--- config.mk ---
export PLATFORM = sky130hd
export DESIGN_NAME = ex_mem_stage
export DESIGN_NICKNAME = d
export VERILOG_FILES = /design/src/rtl/ex_mem_stage.sv
export SDC_FILE = /design/constraint.sdc
export NUM_CORES = 1
export LEC_CHECK = 0
export BUFFER_PORTS_ARGS = -buffer_cell sky130_fd_sc_hd__buf_2
export CORE_UTILIZATION = 55
export CTS_CLUSTER_SIZE = 8
export DETAILED_ROUTE_END_ITERATION = 8
export PLACE_DENSITY = 0.95
export SLEW_MARGIN = 20
export SYNTH_ARGS = -nofsm -noshare
export SYNTH_HDL_FRONTEND = slang
export SYNTH_SLANG_ARGS = --single-unit
--- constraint.sdc ---
create_clock -name clk -period 4.3 [get_ports clk]
set_input_delay 0.43 -clock clk [delete_from_list [all_inputs] [get_ports clk]]
set_output_delay 0.43 -clock clk [all_outputs]
set_load 0.005 [all_outputs]
--- src/rtl/ex_mem_stage.sv ---
// EX->MEM pipeline stage: 2-entry skid buffer with branch redirect and optional overflow trap.
// Optional feature macro: EX_MEM_OVERFLOW_TRAP_EN (overflow trap on ADD/SUB).
module ex_mem_stage (
  input  logic        clk,
  input  logic        rst_n,
  input  logic        in_valid,
  input  logic [7:0]  alu_op,
  input  logic [31:0] alu_result,
  input  logic        alu_z,
  input  logic        alu_of,
  input  logic [31:0] pc,
  input  logic [31:0] branch_target,
  input  logic [4:0]  rd_addr,
  input  logic        reg_write,
  input  logic        mem_read,
  input  logic        mem_write,
  input  logic [31:0] store_data,
  output logic        in_ready,
  output logic        out_valid,
  output logic [31:0] out_result,
  output logic [4:0]  out_rd_addr,
  output logic        out_reg_write,
  output logic        out_mem_read,
  output logic        out_mem_write,
  output logic [31:0] out_store_data,
  output logic [31:0] out_pc,
  input  logic        out_ready,
  input  logic        flush,
  output logic        redirect_valid,
  output logic [31:0] redirect_pc,
  output logic        trap_valid,
  output logic [31:0] trap_pc
);

  localparam logic [7:0] OP_BEQ = 8'h10;
  localparam logic [7:0] OP_BLE = 8'h15;

  typedef enum logic [1:0] {S_EMPTY, S_ONE, S_TWO} state_e;

  typedef struct packed {
    logic [31:0] result;
    logic [4:0]  rd_addr;
    logic        reg_write;
    logic        mem_read;
    logic        mem_write;
    logic [31:0] store_data;
    logic [31:0] pc;
  } entry_t;

  state_e      state_q, state_d;
  logic        in_ready_q;
  entry_t      head_q, head_d, tail_q, in_entry;
  logic        head_we, tail_we;
  logic        redirect_valid_q;
  logic [31:0] redirect_pc_q;

  logic accept, is_branch, push, pop, redirect_hit, trap_hit;

  always_comb begin
    is_branch    = (alu_op >= OP_BEQ) && (alu_op <= OP_BLE);
    accept       = in_valid && in_ready_q;
    push         = accept && !is_branch && !flush;
    pop          = (state_q != S_EMPTY) && out_ready;
    redirect_hit = accept && is_branch && alu_z && !flush;
  end

`ifdef EX_MEM_OVERFLOW_TRAP_EN
  localparam logic [7:0] OP_ADD = 8'h00;
  localparam logic [7:0] OP_SUB = 8'h01;

  logic        trap_valid_q;
  logic [31:0] trap_pc_q;

  // Only the signed ops trap; the unsigned forms wrap silently.
  assign trap_hit = accept && !flush && alu_of && ((alu_op == OP_ADD) || (alu_op == OP_SUB));

  always_ff @(posedge clk) begin
    if (!rst_n) begin
      trap_valid_q <= 1'b0;
      trap_pc_q    <= '0;
    end else begin
      trap_valid_q <= trap_hit;
      if (trap_hit) trap_pc_q <= pc;
    end
  end

  assign trap_valid = trap_valid_q;
  assign trap_pc    = trap_pc_q;
`else
  logic unused_alu_of;

  assign unused_alu_of = alu_of;
  assign trap_hit      = 1'b0;
  assign trap_valid    = 1'b0;
  assign trap_pc       = '0;
`endif

  always_comb begin
    in_entry.result     = alu_result;
    in_entry.rd_addr    = rd_addr;
    in_entry.reg_write  = reg_write && !trap_hit;
    in_entry.mem_read   = mem_read;
    in_entry.mem_write  = mem_write && !trap_hit;
    in_entry.store_data = store_data;
    in_entry.pc         = pc;
  end

  // A pop in the flush cycle needs no action: the buffer empties regardless.
  always_comb begin
    state_d = state_q;
    head_d  = in_entry;
    head_we = 1'b0;
    tail_we = 1'b0;
    if (flush) begin
      state_d = S_EMPTY;
    end else begin
      case (state_q)
        S_EMPTY: begin
          if (push) begin
            state_d = S_ONE;
            head_we = 1'b1;
          end
        end
        S_ONE: begin
          if (push && pop) begin
            head_we = 1'b1;
          end else if (push) begin
            state_d = S_TWO;
            tail_we = 1'b1;
          end else if (pop) begin
            state_d = S_EMPTY;
          end
        end
        S_TWO: begin
          if (pop) begin
            state_d = S_ONE;
            head_d  = tail_q;
            head_we = 1'b1;
          end
        end
        default: state_d = S_EMPTY;
      endcase
    end
  end

  always_ff @(posedge clk) begin
    if (!rst_n) begin
      state_q          <= S_EMPTY;
      in_ready_q       <= 1'b1;
      head_q           <= '0;
      tail_q           <= '0;
      redirect_valid_q <= 1'b0;
      redirect_pc_q    <= '0;
    end else begin
      state_q          <= state_d;
      in_ready_q       <= (state_d != S_TWO);
      redirect_valid_q <= redirect_hit;
      if (head_we) head_q <= head_d;
      if (tail_we) tail_q <= in_entry;
      if (redirect_hit) redirect_pc_q <= branch_target;
    end
  end

  assign in_ready       = in_ready_q;
  assign out_valid      = (state_q != S_EMPTY);
  assign out_result     = head_q.result;
  assign out_rd_addr    = head_q.rd_addr;
  assign out_reg_write  = head_q.reg_write;
  assign out_mem_read   = head_q.mem_read;
  assign out_mem_write  = head_q.mem_write;
  assign out_store_data = head_q.store_data;
  assign out_pc         = head_q.pc;
  assign redirect_valid = redirect_valid_q;
  assign redirect_pc    = redirect_pc_q;

endmodule

* Yosys cells after proc, flatten, opt, wreduce, memory -nomap -nowiden
Cells that the tools add are included.
** Cells by class
- Magnitude comparators :: 2
- Eq/ne operators :: 3
- Mux-type cells :: 18
- Reduce and logical (&&, ||, !) cells :: 13
** Operators with widths (count)
- $mux 104 :: 3
- $mux 2 :: 6
- $logic_and 1x1->1 :: 9
- $ge 8x5->1 const B :: 1
- $le 8x5->1 const B :: 1
- $mux 1 :: 7
- $pmux 2 s3 :: 1
- $pmux 1 s3 :: 1
- $eq 2x1->1 const B :: 1
- $eq 2x2->1 const B :: 1
- $logic_not 1->1 :: 2
- $logic_not 2->1 :: 1
- $ne 2x2->1 const B :: 1
- $reduce_bool 2->1 :: 1
** Storage, ports and cells
- Register bits after elaboration :: 244
- Bits of input ports :: 151
- Output and inout bits :: 172

* Logic depth before layout (Yosys ltp)
Gate-level depths: netlist of run 1.
- Depth after elaboration :: 10
- Gate-level depth with buffers :: 8
- Gate-level depth less buffers :: 4

* Worst setup path before layout of run 1
Ideal clock, no wire load.
- Path type :: flip-flop to flip-flop
- From :: reg state_q[1]
- To :: reg head_q (netlist bit out_pc[0])
- Arrival :: 1544 ps
- Data required time :: 4154 ps
- Path slack :: 2610 ps
- Cell stages (with the launch flop) :: 9
- Path buffers :: 4
- Path through :: dfxtp_1 > buf_2 > or2_1 > o211ai_2 > and2_1 > buf_2 > buf_6 > buf_6 > a211oi_2
** Between the ends
- Longest elaborated chain between the ends :: 6
** RTL lines
- from (decl) :: RTL line 50 : state_e state_q, state_d;
- from (signal assigned) :: RTL line 155 : state_q <= state_d;
- $reduce_bool 2->1 *
- via out_valid :: RTL line 19 : output logic out_valid,
- $logic_and 1x1->1 * :: RTL line 63 : pop = (state_q != S_EMPTY) && out_ready;
- $logic_and 1x1->1 :: RTL line 125 : if (push && pop) begin
- $mux 1 :: RTL line 125
- $pmux 1 s3 :: RTL line 117 : case (state_q)
- $mux 1 :: RTL line 114 : if (flush) begin
- to (signal assigned) :: RTL line 150 : head_q <= '0;
- to (signal assigned) :: RTL line 158 : if (head_we) head_q <= head_d;
- to (decl) :: RTL line 52 : entry_t head_q, head_d, tail_q, in_entry;
Mark *: on every way through the listed nets, which the timed path passes. The rest lies on a longest branch.
A chain may end at the register's enable or synchronous reset.

* Worst setup path after layout of run 1
- From :: reg state_q[1]
- To :: reg head_q (netlist bit out_pc[9])
** Between the ends
- Longest elaborated chain between the ends :: 6
** RTL lines (RTL line)
- $reduce_bool 2->1 :: 63
- $logic_and 1x1->1 :: 63
- $logic_and 1x1->1 :: 125
- $mux 1 :: 125
- $pmux 1 s3 :: 117
- $mux 1 :: 114
Several ways; a longest one is shown, not always the timed one.

==> results of run 1 <==
-- synthesized netlist by cell type --
master and number:
and2_1 1, and4bb_2 1, a31o_2 1, inv_2 1
nand2_1 4, buf_1 5, a41oi_2 1, a211oi_2 60
nor3b_2 1, buf_6 7, o211ai_2 1, nand3b_1 3
a21oi_1 208, o21a_1 1, nor2b_1 1, a221o_1 1
buf_4 43, nand4_1 1, buf_2 26, a31oi_1 2
mux2i_1 136, and4b_1 1, nor2_1 33, nand3_1 105
a221oi_1 1, dfxtp_1 244, conb_1 1, inv_1 1
clkbuf_4 4, nor3_2 1, nand4b_1 1, a211oi_1 44
o21ai_0 104, or2_1 1, nand2b_1 2, clkbuf_1 68
-- sequential cells by signal, indices dropped and copies added (netlist names) --
signal	count
out_pc	32
state_q	2
out_rd_addr	5
in_ready	1
out_result	32
out_mem_write	1
tail_q	104
out_mem_read	1
redirect_valid	1
out_reg_write	1
redirect_pc	32
out_store_data	32
-- layout make-up --
cell class | instances | area (um2) | share of cell area, %
Clock inverter | 3 | 22.52 | 0.1756
Sequential cell | 244 | 4885 | 38.08
Timing Repair Buffer | 303 | 1630 | 12.71
Tap cell | 234 | 292.8 | 2.283
Inverter | 2 | 15.01 | 0.1171
Clock buffer | 38 | 929.6 | 7.248
Multi-Input combinational cell | 749 | 5039 | 39.28
Antenna cell | 5 | 12.51 | 0.09755
-- path summary, 6_finish.rpt --
path,startpoint,endpoint,cells past startpoint
setup / recovery,state_q[1],out_pc[9],6
hold / removal,branch_target[0],redirect_pc[0],3
setup reg to reg,state_q[1],out_pc[9],6
hold reg to reg,tail_q[31],tail_q[31],2
-- kinds of logic (layout without fill, tap and decap cells) --
logic type / Yosys count / count (layout) / share of synthesized area [%]
AOI/OAI and AO/OA: 424 / 424 / 25.67
buffers and inverters: 155 / 346 / 7.963
DFF: 244 / 244 / 46.12
muxes: 136 / 136 / 12.85
other: 1 / 38 / 0.03541
and+or+nand+nor: 156 / 156 / 7.349
-- power by group through the flow --
| stage | Clock [W] | Combinational (W) | Sequential (W) |
|---|---|---|---|
| final | 0.00245 | 0.000576 | 0.00240 |
| after global placement | 0 | 0.000547 | 0.00244 |
| after floorplan | 0 | 0.000345 | 0.00245 |
| after detailed placement | 0 | 0.000563 | 0.00244 |
| after CTS | 0.00250 | 0.000567 | 0.00240 |
| after global routing | 0.00259 | 0.000623 | 0.00241 |
-- placed cells by master, fill, tap and decap left out, drive strengths merged --
cell type	instances
conb	33
nand4b	1
a41oi	1
nand3b	3
buf	303
a31oi	2
nand2b	2
dfxtp	244
a31o	1
o211ai	1
diode	5
o21a	1
nand4	1
mux2i	136
a211oi	104
a221oi	1
nor3b	1
a221o	1
nor3	1
nor2	33
a21oi	208
and2	1
nand3	105
or2	1
clkinv	1
o21ai	104
clkbuf	38
inv	4
and4b	1
nand2	4
nor2b	1
and4bb	1
-- tightest hold or removal path, stage by stage --
cell	delay, ns
buf_2	0.07
mux2i_1	0.05
nor2_1	0.07
-- layer usage --
metal	wire length (um)	global-route usage [%]	vias to the layer above
met3	2754	8.458	88
met1	11550	33.59	4587
li1	-	-	4435
met5	23	0	-
met4	1130	15.85	4
met2	15050	50.75	499
-- metrics by stage --
stage          total power, W  cell area [um2]  util, %  std cells  hold WS, ns
4_1_cts              0.005462            12760    68.00       1571       0.1502
3_5_place_dp         0.003005            11810    62.93       1530       0.4659
5_1_grt              0.005615            12820    68.33       1577       0.1630
6_report             0.005427            12830    68.34       1578       0.1675
2_1_floorplan        0.002791            10710        -       1148       0.4535
3_3_place_gp         0.002986            11810    62.93       1530       0.4595
==> reports/metrics.csv, run 1 <==
metric,value,unit
synth_top_area_share,46.12,%
antenna_found_initial,8,
critPathBufInv,2,
dieArea,0.01981,mm2
coreArea,0.01877,mm2
clockPowerShare,45.1,%
fp.dieH,140.8,um
intPower,0.004090,W
synth_cell_types,36,
ctsHoldBuffers,0,
drt_iter0_markers,678,
synth.cell_area,0.01059,mm2
max_freq,0.3760,GHz
combPwrFrac,10.6,%
fin_ws,1.640,ns
max_slew_margin,29.63,%
grt.total_usage,29.68,%
grt_pass1_vias,9526,
ant_nets,0,
routed_wl,30500,um
seqPwrFrac,44.2,%
clock-sinks,244,
cpMostUsedCell,buf_4,
htreeDepth,2,
yosysSeqAreaShare,46.12,%
grt_max_degree,166,
status,"complete, no violations",
path_cells,or2_1 > o211ai_4 > buf_4 > buf_4 > a21oi_1 > a211oi_2,
drv_slew,0,
cts_repair_resize_count,0,
postCtsSetupBuffers,0,
grt_pass1_wl,47320,um
avgRoutedWirePerCell,19.33,um
ys_top_cells_by_area,"dfxtp_1 46%, mux2i_1 13%, a21oi_1 9.8%",
portBuffers,287,
nFillCells,1413,
yosysTopAreaCell,dfxtp_1,
setup_viol,0,
slowest_delay,0.63,ns
drive_above_1_share,30.77,%
hp-class,in2reg,
fin_skew,0.01785,ns
numCtsBuffers,36,
row_count,50,
ir_drop,0.0003289,V
hold_viol,0,
pin_count,323,
syn_inst,1116,
firstDrtPassIters,6,
path_max_fanout,56,
die_w,140.8,um
pre_cts_ws,1.631,ns
clk_pin_slew,0.05,ns
r2r_slack,1.64,ns
route.vias.total,9613,
p_sw_share,24.64,%
avgSynthCellArea,9.489,um2
cts_tree,built,
drc,0,
root_buffer,clkbuf_16,
netSwitchingPower,0.001337,W
syn_to_final_growth,21.11,%
overflow,0,
arrival,3.06,ns
slowest_stage,buf_4,
fin_setup_tns,0,ns
end_kind,flop,
viasPerCell,6.092,
finalCritPeriodShare,61.85,%
place_hpwl,17830,um
worstMarginPinSlew,1.056,ns
cp_top_family,buffers and inverters,
powerDensity,423.1,mW/mm2
synth_seq_cells,244,
start_util,56.43,%
period_needed,2.660,ns
crit_required,4.70,ns
clockBufferDepth,3,
rsz0062_at_grt,no,
cap_violations,0,
worstSkewPairLatency,0.50,ns
yosysWarnings,0,
layout.nets,1487,
crit_path_start_kind,flop,
crit_type,reg2reg,
leakagePower,5.081,nW
place_congestion,0.8076,
Note: power is estimated with default switching activity, not from simulation.
==> run 2: changes to the inputs <==
CORE_UTILIZATION = 47   (was 55)
PLACE_DENSITY = 0.88   (was 0.95)
clock period = 2.2 ns   (was 4.3 ns; I/O delays follow)
==> run 2 against run 1 <==
Net effect:
- sequential power is 96% higher
- clock-buffer cell count did not move
- first-iteration DRC count increased by 49%
- power rose by 100%
- global-route usage shrank 1.5 points
- highest routed layer is now met4
- core utilization is 3.4 points lower
- the run now ends with DRC left
==> reports/metrics.csv, run 2 (synthesized netlist as in run 1, its figures left out) <==
metric,value,unit,change
largest_register_ffs,104,,unchanged
path_cells,or2_1 > o211ai_4 > buf_12 > a21oi_1 > a211oi_2,,was or2_1 > o211ai_4 > buf_4 > buf_4 > a21oi_1 > a211oi_2
clk_pin_slew,0.05,ns,about the same
viasPerCell,6.013,,was 6.092
cp_top_family,compound AO/OA/AOI/OAI gates,,was buffers and inverters
period_needed,2.116,ns,was 2.660 ns
rsz0062_at_grt,no,,unchanged
antenna_found_initial,5,,was 8
drt_iter0_markers,1013,,was 678
multi_input_area,0.005039,mm2,unchanged
crit_type,reg2reg,,unchanged
ir_drop,0.0005548,V,was 0.0003289 V
drv_slew,0,,unchanged
leakagePower,5.663,nW,was 5.081 nW
clock-sinks,244,,unchanged
pin_count,323,,unchanged
worstMarginPinSlew,0.8707,ns,was 1.056 ns
hp-class,in2reg,,unchanged
status,"complete, but fails checks",,"was complete, no violations"
overflow,0,,unchanged
worstSkewPairLatency,0.50,ns,about the same
arrival,2.52,ns,was 3.06 ns
root_buffer,clkbuf_16,,unchanged
r2r-end,out_pc[3],,was out_pc[9]
netSwitchingPower,0.002713,W,was 0.001337 W
instances_no_fill,1753,,was 1578
end_kind,flop,,unchanged
p_sw_share,24.96,%,was 24.64%
cts_tree,built,,unchanged
fin_setup_tns,0,ns,unchanged
place_congestion,0.7926,,was 0.8076
most-common-layout-cells,"287 x buf_2, 244 x dfxtp_1, 208 x a21oi_1",,unchanged
routed_wl,33980,um,was 30500 um
violations,DRC,,
powerDensity,762.6,mW/mm2,was 423.1 mW/mm2
numCtsBuffers,36,,unchanged
cap_violations,0,,unchanged
worstHoldEndpoint,redirect_pc[26],,was redirect_pc[0]
max_slew_margin,41.96,%,was 29.63%
grt_pass1_vias,10359,,was 9526
ff2ff_path_depth,5,,was 6
seqPwrFrac,43.2,%,was 44.2%
critPathBufInv,1,,was 2
postCtsSetupBuffers,0,,unchanged
final_common_cell,buf_2,,unchanged
coreArea,0.02196,mm2,was 0.01877 mm2
r2r_slack,0.08,ns,was 1.64 ns
drc,40,,was 0
row_count,54,,was 50
dr_wl_met3,2715,um,was 2754 um
hold_viol,0,,unchanged
pre_cts_ws,0.2433,ns,was 1.631 ns
avgRoutedWirePerCell,19.39,um,was 19.33 um
intPower,0.008157,W,was 0.004090 W
startpoint,state_q[1],,unchanged
start_util,48.23,%,was 56.43%
slowest_stage,dfxtp_1,,was buf_4
fin_ws,0.08402,ns,was 1.640 ns
rr_startpoint,state_q[1],,unchanged
grt_pass1_wl,53630,um,was 47320 um
dr_wl_met2,16820,um,was 15050 um
crit_required,2.60,ns,was 4.70 ns
nFillCells,1587,,was 1413
hold_start,branch_target[26],,was branch_target[0]
syn_to_final_growth,34.59,%,was 21.11%
dp.cells,1587,,was 1530
grt_max_degree,105,,was 166
max_freq,0.4726,GHz,was 0.3760 GHz
dieArea,0.02314,mm2,was 0.01981 mm2
htreeDepth,2,,unchanged
ant_nets,0,,unchanged
hold_depth,3,,unchanged
wl_met1,12610,um,was 11550 um
die_w,152.1,um,was 140.8 um
cts_repair_resize_count,0,,unchanged
firstDrtPassIters,8,,was 6
slowest_delay,0.39,ns,was 0.63 ns
finalCritPeriodShare,96.18,%,was 61.85%
clockPowerShare,44.3,%,was 45.1%
grt.total_usage,28.19,%,was 29.68%
crit_path_start_kind,flop,,unchanged
fp.dieH,152.1,um,was 140.8 um
route.vias.total,10540,,was 9613
layout.nets,1616,,was 1487
combPwrFrac,12.5,%,was 10.6%
regArea,0.004885,mm2,unchanged
portBuffers,287,,unchanged
place_hpwl,18210,um,was 17830 um
fin_skew,0.01926,ns,was 0.01785 ns
clockBufferDepth,3,,unchanged
dr.max_layer_used,met4,,was met5
setup_viol,0,,unchanged
top_register,tail_q,,unchanged
drive_above_1_share,28.68,%,was 30.77%
path_max_fanout,104,,was 56
run 2: cell count changes in the layout (fill, tap and decap cells not counted):
cell / change
dlygate4sd3_1: +120
buf_12: +10
buf_16: -1
buf_4: +1
buf_6: -1
run 2: cell type report:
| cell class | instances | share of cell area, % |
|---|---|---|
| clock inverters | 3 | 0.1580 |
| repair buffers | 432 | 21.05 |
| multi-input cells | 749 | 35.35 |
| inverters | 2 | 0.1053 |
| diodes | 5 | 0.08778 |
| well taps | 280 | 2.458 |
| flip-flops and latches | 244 | 34.27 |
| clock buffers | 38 | 6.522 |
run 2: worst max path at each step:
| stage | endpoint | slack (ns) | depth (start not counted) |
|---|---|---|---|
| floorplan | out_pc[0] | 0.51 | 8 |
| global placement | tail_q[10] | 0.29 | 5 |
| detailed placement | out_store_data[11] | 0.24 | 6 |
| CTS | tail_q[80] | 0.22 | 5 |
| global route | out_store_data[25] | 0.02 | 5 |
| finish | out_pc[3] | 0.08 | 5 |
run 2: tightest hold or removal path, delay by kind of cell:
kind	cells	cell delay, ns
simple gates	1	0.08
mux	1	0.07
buf+inv	1	0.09
run 2: repair_timing:
action	CTS	global route
endpoints found under the hold margin	120	0
setup endpoints to repair	0	0
hold buffers	120	0
run 2: power groups by stage:
stage,Clock [W],Combinational (W),Sequential (W)
after detailed placement,0,0.00114,0.00477
after CTS,0.00487,0.00132,0.00469
after global routing,0.00509,0.00145,0.00471
after floorplan,0,0.000675,0.00478
after global placement,0,0.00111,0.00476
final,0.00482,0.00136,0.00470
run 2: metal layers:
| metal | GRT usage [%] | vias up |
|---|---|---|
| met5 | 0 | - |
| met4 | 15.69 | 0 |
| met3 | 5.505 | 169 |
| met2 | 48.30 | 664 |
| met1 | 33.11 | 5003 |
| li1 | - | 4704 |
run 2: metrics by stage:
step / hold slack, ns / utilization [%] / instance area (um2) / total power (W)
after global routing: 0.008194 / 64.91 / 14250 / 0.01124
final: 0.001095 / 64.91 / 14250 / 0.01087
after CTS: 0.0006561 / 64.85 / 14240 / 0.01087
after detailed placement: 0.4579 / 55.05 / 12090 / 0.005907
after global placement: 0.4486 / 55.05 / 12090 / 0.005875
after floorplan: 0.3639 / - / 10710 / 0.005454
